<file path="src/rtl/serial_pattern_source_if.sv">
// Load handshake and serial output bundle for serial_pattern_source.
// Handshake: a word transfers on a rising clk edge where load_valid and
// load_ready are both high and abort is low; data_in is sampled only on
// that edge. load_valid may be held high while load_ready is low; such
// cycles are ignored and do not need to be retracted.
interface serial_pattern_source_if #(
  parameter int WIDTH = 8
);
  logic [WIDTH-1:0] data_in;
  logic             load_valid;
  logic             load_ready;
  logic             abort;
  logic             ser_out;
  logic             bit_strobe;
  logic             busy;
  logic             done;
  logic [1:0]       state_dbg;

  modport master (
    output data_in, load_valid, abort,
    input  load_ready, ser_out, bit_strobe, busy, done, state_dbg
  );

  modport slave (
    input  data_in, load_valid, abort,
    output load_ready, ser_out, bit_strobe, busy, done, state_dbg
  );
endinterface

</file>
<file path="src/rtl/serial_pattern_source.sv">
// Parallel-to-serial bit source: takes a WIDTH-bit word over a valid/ready
// handshake and shifts it out one bit every DIV clocks, with a strobe at the
// start of each bit period and a single-cycle done pulse after the last bit.
module serial_pattern_source #(
  parameter int WIDTH     = 8,
  parameter int DIV       = 1,
  parameter int MSB_FIRST = 1
) (
  input logic                    clk,
  input logic                    reset,
  serial_pattern_source_if.slave bus
);

  localparam int DIV_W = (DIV > 1) ? $clog2(DIV) : 1;
  localparam int BIT_W = $clog2(WIDTH + 1);
  localparam logic [DIV_W-1:0] DIV_LAST = DIV_W'(DIV - 1);
  localparam logic [BIT_W-1:0] BIT_LAST = BIT_W'(WIDTH - 1);

  typedef enum logic [1:0] {
    IDLE  = 2'd0,
    SHIFT = 2'd1,
    DONE  = 2'd2
  } state_t;

  state_t           state;
  logic [WIDTH-1:0] shreg;
  logic [DIV_W-1:0] div_cnt;
  logic [BIT_W-1:0] bit_cnt;
  logic             ser_q;
  logic             strobe_q;
  logic             busy_q;
  logic             done_q;

  logic             accept;
  logic             load_bit;
  logic [WIDTH-1:0] load_rest;
  logic             next_bit;
  logic [WIDTH-1:0] next_rest;

  assign accept = (state == IDLE) && bus.load_valid && !bus.abort;

  // The first bit goes straight to ser_out on accept; the shift register
  // holds only the bits still to come, so the next bit is always at the
  // same end of shreg.
  assign load_bit  = (MSB_FIRST != 0) ? bus.data_in[WIDTH-1] : bus.data_in[0];
  assign load_rest = (MSB_FIRST != 0) ? {bus.data_in[WIDTH-2:0], 1'b0}
                                      : {1'b0, bus.data_in[WIDTH-1:1]};
  assign next_bit  = (MSB_FIRST != 0) ? shreg[WIDTH-1] : shreg[0];
  assign next_rest = (MSB_FIRST != 0) ? {shreg[WIDTH-2:0], 1'b0}
                                      : {1'b0, shreg[WIDTH-1:1]};

  // Control FSM with registered serial outputs and bit/period counters.
  always_ff @(posedge clk or negedge reset) begin
    if (!reset) begin
      state    <= IDLE;
      shreg    <= '0;
      div_cnt  <= '0;
      bit_cnt  <= '0;
      ser_q    <= 1'b0;
      strobe_q <= 1'b0;
      busy_q   <= 1'b0;
      done_q   <= 1'b0;
    end else begin
      case (state)
        IDLE: begin
          done_q <= 1'b0;
          if (accept) begin
            state    <= SHIFT;
            shreg    <= load_rest;
            ser_q    <= load_bit;
            strobe_q <= 1'b1;
            busy_q   <= 1'b1;
            div_cnt  <= '0;
            bit_cnt  <= '0;
          end else begin
            ser_q    <= 1'b0;
            strobe_q <= 1'b0;
            busy_q   <= 1'b0;
          end
        end

        SHIFT: begin
          if (bus.abort) begin
            state    <= IDLE;
            ser_q    <= 1'b0;
            strobe_q <= 1'b0;
            busy_q   <= 1'b0;
            done_q   <= 1'b0;
            div_cnt  <= '0;
            bit_cnt  <= '0;
          end else if (div_cnt == DIV_LAST) begin
            div_cnt <= '0;
            bit_cnt <= bit_cnt + 1'b1;
            if (bit_cnt == BIT_LAST) begin
              // Last bit period over: bit_cnt parks at WIDTH until the
              // return to IDLE clears it.
              state    <= DONE;
              done_q   <= 1'b1;
              ser_q    <= 1'b0;
              strobe_q <= 1'b0;
            end else begin
              shreg    <= next_rest;
              ser_q    <= next_bit;
              strobe_q <= 1'b1;
            end
          end else begin
            div_cnt  <= div_cnt + 1'b1;
            strobe_q <= 1'b0;
          end
        end

        DONE: begin
          // Abort here lands in the same place as normal completion.
          state    <= IDLE;
          done_q   <= 1'b0;
          busy_q   <= 1'b0;
          ser_q    <= 1'b0;
          strobe_q <= 1'b0;
          div_cnt  <= '0;
          bit_cnt  <= '0;
        end

        default: begin
          state    <= IDLE;
          done_q   <= 1'b0;
          busy_q   <= 1'b0;
          ser_q    <= 1'b0;
          strobe_q <= 1'b0;
          div_cnt  <= '0;
          bit_cnt  <= '0;
        end
      endcase
    end
  end

  assign bus.load_ready = (state == IDLE);
  assign bus.ser_out    = ser_q;
  assign bus.bit_strobe = strobe_q;
  assign bus.busy       = busy_q;
  assign bus.done       = done_q;
  assign bus.state_dbg  = state;

endmodule

</file>
<file path="src/flat_wrapper.sv">
// flat-port wrapper written by rule: the top's interface ports become plain ports
module serial_pattern_source_flat 
#(
  parameter int WIDTH     = 8,
  parameter int DIV       = 1,
  parameter int MSB_FIRST = 1
)
  (clk, reset, bus_data_in, bus_load_valid, bus_abort, bus_load_ready, bus_ser_out, bus_bit_strobe, bus_busy, bus_done, bus_state_dbg);
  serial_pattern_source_if #(.WIDTH(WIDTH)) bus_i ();
  input logic clk;
  input logic reset;
  input wire logic [$bits(bus_i.data_in)-1:0] bus_data_in;
  input wire logic [$bits(bus_i.load_valid)-1:0] bus_load_valid;
  input wire logic [$bits(bus_i.abort)-1:0] bus_abort;
  output wire logic [$bits(bus_i.load_ready)-1:0] bus_load_ready;
  output wire logic [$bits(bus_i.ser_out)-1:0] bus_ser_out;
  output wire logic [$bits(bus_i.bit_strobe)-1:0] bus_bit_strobe;
  output wire logic [$bits(bus_i.busy)-1:0] bus_busy;
  output wire logic [$bits(bus_i.done)-1:0] bus_done;
  output wire logic [$bits(bus_i.state_dbg)-1:0] bus_state_dbg;
  assign bus_i.data_in = bus_data_in;
  assign bus_i.load_valid = bus_load_valid;
  assign bus_i.abort = bus_abort;
  assign bus_load_ready = bus_i.load_ready;
  assign bus_ser_out = bus_i.ser_out;
  assign bus_bit_strobe = bus_i.bit_strobe;
  assign bus_busy = bus_i.busy;
  assign bus_done = bus_i.done;
  assign bus_state_dbg = bus_i.state_dbg;
  serial_pattern_source #(.WIDTH(WIDTH), .DIV(DIV), .MSB_FIRST(MSB_FIRST)) u_core (.clk(clk), .reset(reset), .bus(bus_i));
endmodule
</file>
<file path="config.mk">
export PLATFORM = sky130hd
export DESIGN_NAME = serial_pattern_source_flat
export DESIGN_NICKNAME = d
export VERILOG_FILES = /design/src/rtl/serial_pattern_source_if.sv /design/src/rtl/serial_pattern_source.sv /design/src/flat_wrapper.sv
export SDC_FILE = /design/constraint.sdc
export NUM_CORES = 1
export LEC_CHECK = 0
export CAP_MARGIN = 30
export CORE_AREA = 2 2 54 46
export DETAILED_ROUTE_END_ITERATION = 7
export DIE_AREA = 0 0 56 48
export PLACE_DENSITY = 0.67
export SKIP_LAST_GASP = 1
export SLEW_MARGIN = 20
export SYNTH_ARGS = -nofsm -noshare
export SYNTH_HDL_FRONTEND = slang
export SYNTH_SLANG_ARGS = --single-unit
</file>
<file path="constraint.sdc">
create_clock -name clk -period 1.7 [get_ports clk]
set_clock_uncertainty 0.15 [all_clocks]
set_input_delay 0.425 -clock clk [delete_from_list [all_inputs] [get_ports clk]]
set_output_delay 0.425 -clock clk [all_outputs]
set_load 0.01 [all_outputs]
</file>
==> results_dict.tcl <==
set metrics [dict create \
    status "complete, but fails checks" \
    violations "negative setup slack" \
    min_period_ns 1.81 \
    p_per_area_nw_per_um2 872 \
    cap_violations 0 \
    routed_via_density 4.80 \
    ys_warn_count 0 \
    cp_max_fo 7 \
    r2r_end "u_core.shreg[5]" \
    num-fill-cells 201 \
    drtIter0Drc 3 \
    crit_required_ns 1.72 \
    rsz0062_at_grt "yes" \
    dp_hpwl_um 1260 \
    timing.slew.headroom_pct 83.3 \
    clk_latency_ns 0.29 \
    grt_pass1_vias 555 \
    syn_nets 78 \
    clkSinkCount 17 \
    die-area_um2 2690 \
    drtPass1Iterations 3 \
    grt_usage_pct 13.7 \
    dpl_cell_area_um2 1120 \
    crit_path_cell_trace "buf_6, or4b_4, o21ai_4, buf_12, mux2_4" \
    synth_cells 65 \
    drive_above_1_share_pct 37.0 \
    fp.dieH_um 48 \
    yosysSeqAreaShare_pct 51.4 \
    tightest_slew_ns 0.249 \
    clock_power_share_pct 20.4 \
    cp-end-kind "flop" \
    drc 0 \
    crit_cells 5 \
    area_growth_pct 42.5 \
    fin_hold_ws_ns 0.299 \
    cp-endpoint "u_core.shreg[5]" \
    irDropWorstVdd_v 0.000501 \
    vias 600 \
    p_switching_uw 264 \
    max_stage_delay_ns 0.50 \
    syn_area_um2 827 \
    syn_area_per_cell_um2 12.7 \
    wl_per_cell_um 13.1 \
    die_x_um 56 \
    numCtsBuffers 3 \
    r2r_start "u_core.bus.state_dbg[1]" \
    htreeDepth 1 \
    crit_arrival_ns 1.83 \
    reg2regPathDepth 5 \
    critPathLaunch "u_core.bus.state_dbg[1]" \
    p_leak_uw 0.000581 \
    min_period_over_period_pct 106 \
    fmax_ghz 0.553 \
    grt_max_degree 18 \
    startpoint_type "flop" \
    ys_seq_elements 17 \
    setup_viol 7 \
    port_buffers 18 \
    grt.overflow.total 0 \
    nets 114 \
    routed_wl_um 1640 \
    fin_util_pct 56.1 \
    cts.path.max_buffers 2 \
    ant_nets 0 \
    antenna_found_initial 0 \
    r2r_slack_ns -0.11 \
    finalMaxSlewViolations 0 \
    start_util_pct 39.3 \
    grt_pass1_wl_um 2670 \
    synth_cell_types 26 \
    path_class "flop to flop" \
    min_path_type "input pin to asynchronous set/reset pin" \
    coreArea_um2 2100 \
    hold_viol_final 0 \
    intPower_uw 765 \
    postLayoutCellArea_um2 1180 \
    switching_share_pct 25.6 \
    io_pins 19 \
    cts_root_buf "clkbuf_4" \
    fin_ws_ns -0.109 \
    path_delay_family "simple AND/OR/NAND/NOR gates" \
    critPathBufInv 2 \
    place_congestion 0.724 \
    combPwrFrac_pct 28.8 \
    seqPwrFrac_pct 50.9 \
    total_power_uw 1030 \
    clk_pin_slew_worst_paths_ns 0.10 \
    cts_tree "built" \
    placementRows 15 \
    n_antenna_cell 0 \
    cp_slowest_cell "or4b_4" \
]
timing repair:
item                                    in CTS  in global routing
gates resized for setup                     13                  3
setup buffers                                3                  1
pin swaps                                    2                  0
hold buffers                                 0                  0
endpoints found under the setup margin      13                  8
hold endpoints to repair                     0                  0
gates cloned                                 0                  0
worst min path at each step:
stage	from	to	slack [ns]	cells past startpoint
after floorplan	reset	u_core.bit_cnt[0]	-0.02	0
after global routing	reset	u_core.bit_cnt[3]	0.31	2
final	reset	u_core.shreg[7]	0.30	2
after global placement	u_core.bus.busy	u_core.bus.busy	0.31	1
after detailed placement	u_core.bus.busy	u_core.bus.busy	0.32	1
after CTS	reset	u_core.bit_cnt[0]	0.30	2
placed cells by master, fill, tap and decap left out, types with 2 or more instances in the layout:
master / instances
a32oi_1: 2
buf_4: 14
buf_6: 2
clkbuf_4: 3
clkdlybuf4s50_1: 9
dfrtp_1: 17
dlygate4sd2_1: 8
mux2_2: 6
mux2_4: 6
nand3_1: 2
nor2_1: 6
nor3_1: 2
o21ai_0: 2
xor2_1: 2
state kept, by name (all words and copies together), names as in the netlist:
name                   flops
u_core.bus.ser_out         1
u_core.bus.bit_strobe      1
u_core.bit_cnt             4
u_core.bus.busy            1
u_core.bus.state_dbg       2
u_core.bus.done            1
u_core.shreg               7
area by class of cell:
cell class	instances	area (um2)	share of cell area (%)
Clock buffer	4	26.3	2.23
Inverter	1	3.75	0.318
Multi-Input combinational cell	44	384	32.6
Sequential cell	17	425	36.1
Tap cell	25	31.3	2.65
Timing Repair Buffer	34	308	26.1
per-stage QoR:
stage	instances	TNS [ns]	setup slack, ns
3_3_place_gp	119	-4.22	-0.506
3_5_place_dp	119	-4.38	-0.534
5_1_grt	125	-1.00	-0.150
4_1_cts	126	-0.780	-0.122
2_1_floorplan	65	-0.742	-0.124
6_report	125	-0.639	-0.109
synth_stat cells:
cell       instances  area, um2
a21o_1             1       7.51
a22o_1             1       8.76
a31oi_1            1       6.26
a32oi_1            2       17.5
and2_1             1       6.26
and3b_1            1       8.76
buf_6              1       11.3
clkbuf_1           2       7.51
dfrtp_1           17        425
ha_1               1       12.5
inv_1              1       3.75
mux2_2             6       67.6
mux2_4             6       90.1
nand2_1            1       3.75
nand2b_1           1       6.26
nand3_1            2       10.0
nor2_1             7       26.3
nor2b_1            2       12.5
nor3_1             2       10.0
nor3b_1            1       7.51
o21ai_0            2       10.0
o21ai_4            1       16.3
o2bb2ai_1          1       8.76
or3b_4             1       11.3
or4b_4             1       13.8
xor2_1             2       17.5
power by group through the flow:
stage / Clock, uW / Sequential, uW / Combinational (uW)
after detailed placement: 0 / 527 / 296
after floorplan: 0 / 522 / 170
final: 210 / 523 / 296
after global placement: 0 / 526 / 285
after global routing: 239 / 532 / 315
after CTS: 223 / 522 / 298
logic make-up after synthesis:
kind of cell | count (synthesis) | synth area share, %
adders and majority gates | 1 | 1.51
and+or+nand+nor | 20 | 14.1
xor gates and xnor gates | 2 | 2.12
AOI/OAI and AO/OA | 9 | 9.08
muxes | 12 | 19.1
DFF | 17 | 51.4
buffers and inverters | 4 | 2.72
routing by layer:
layer / vias to the layer above / part of all wire [%] / global-route usage [%]
li1: 301 / - / -
met1: 288 / 49 / 18.6
met2: 9 / 47 / 21.6
met3: 2 / 3.2 / 4.32
met4: 0 / 0.73 / 4.29
met5: - / 0 / 0
(Power assumes the default switching activity.)
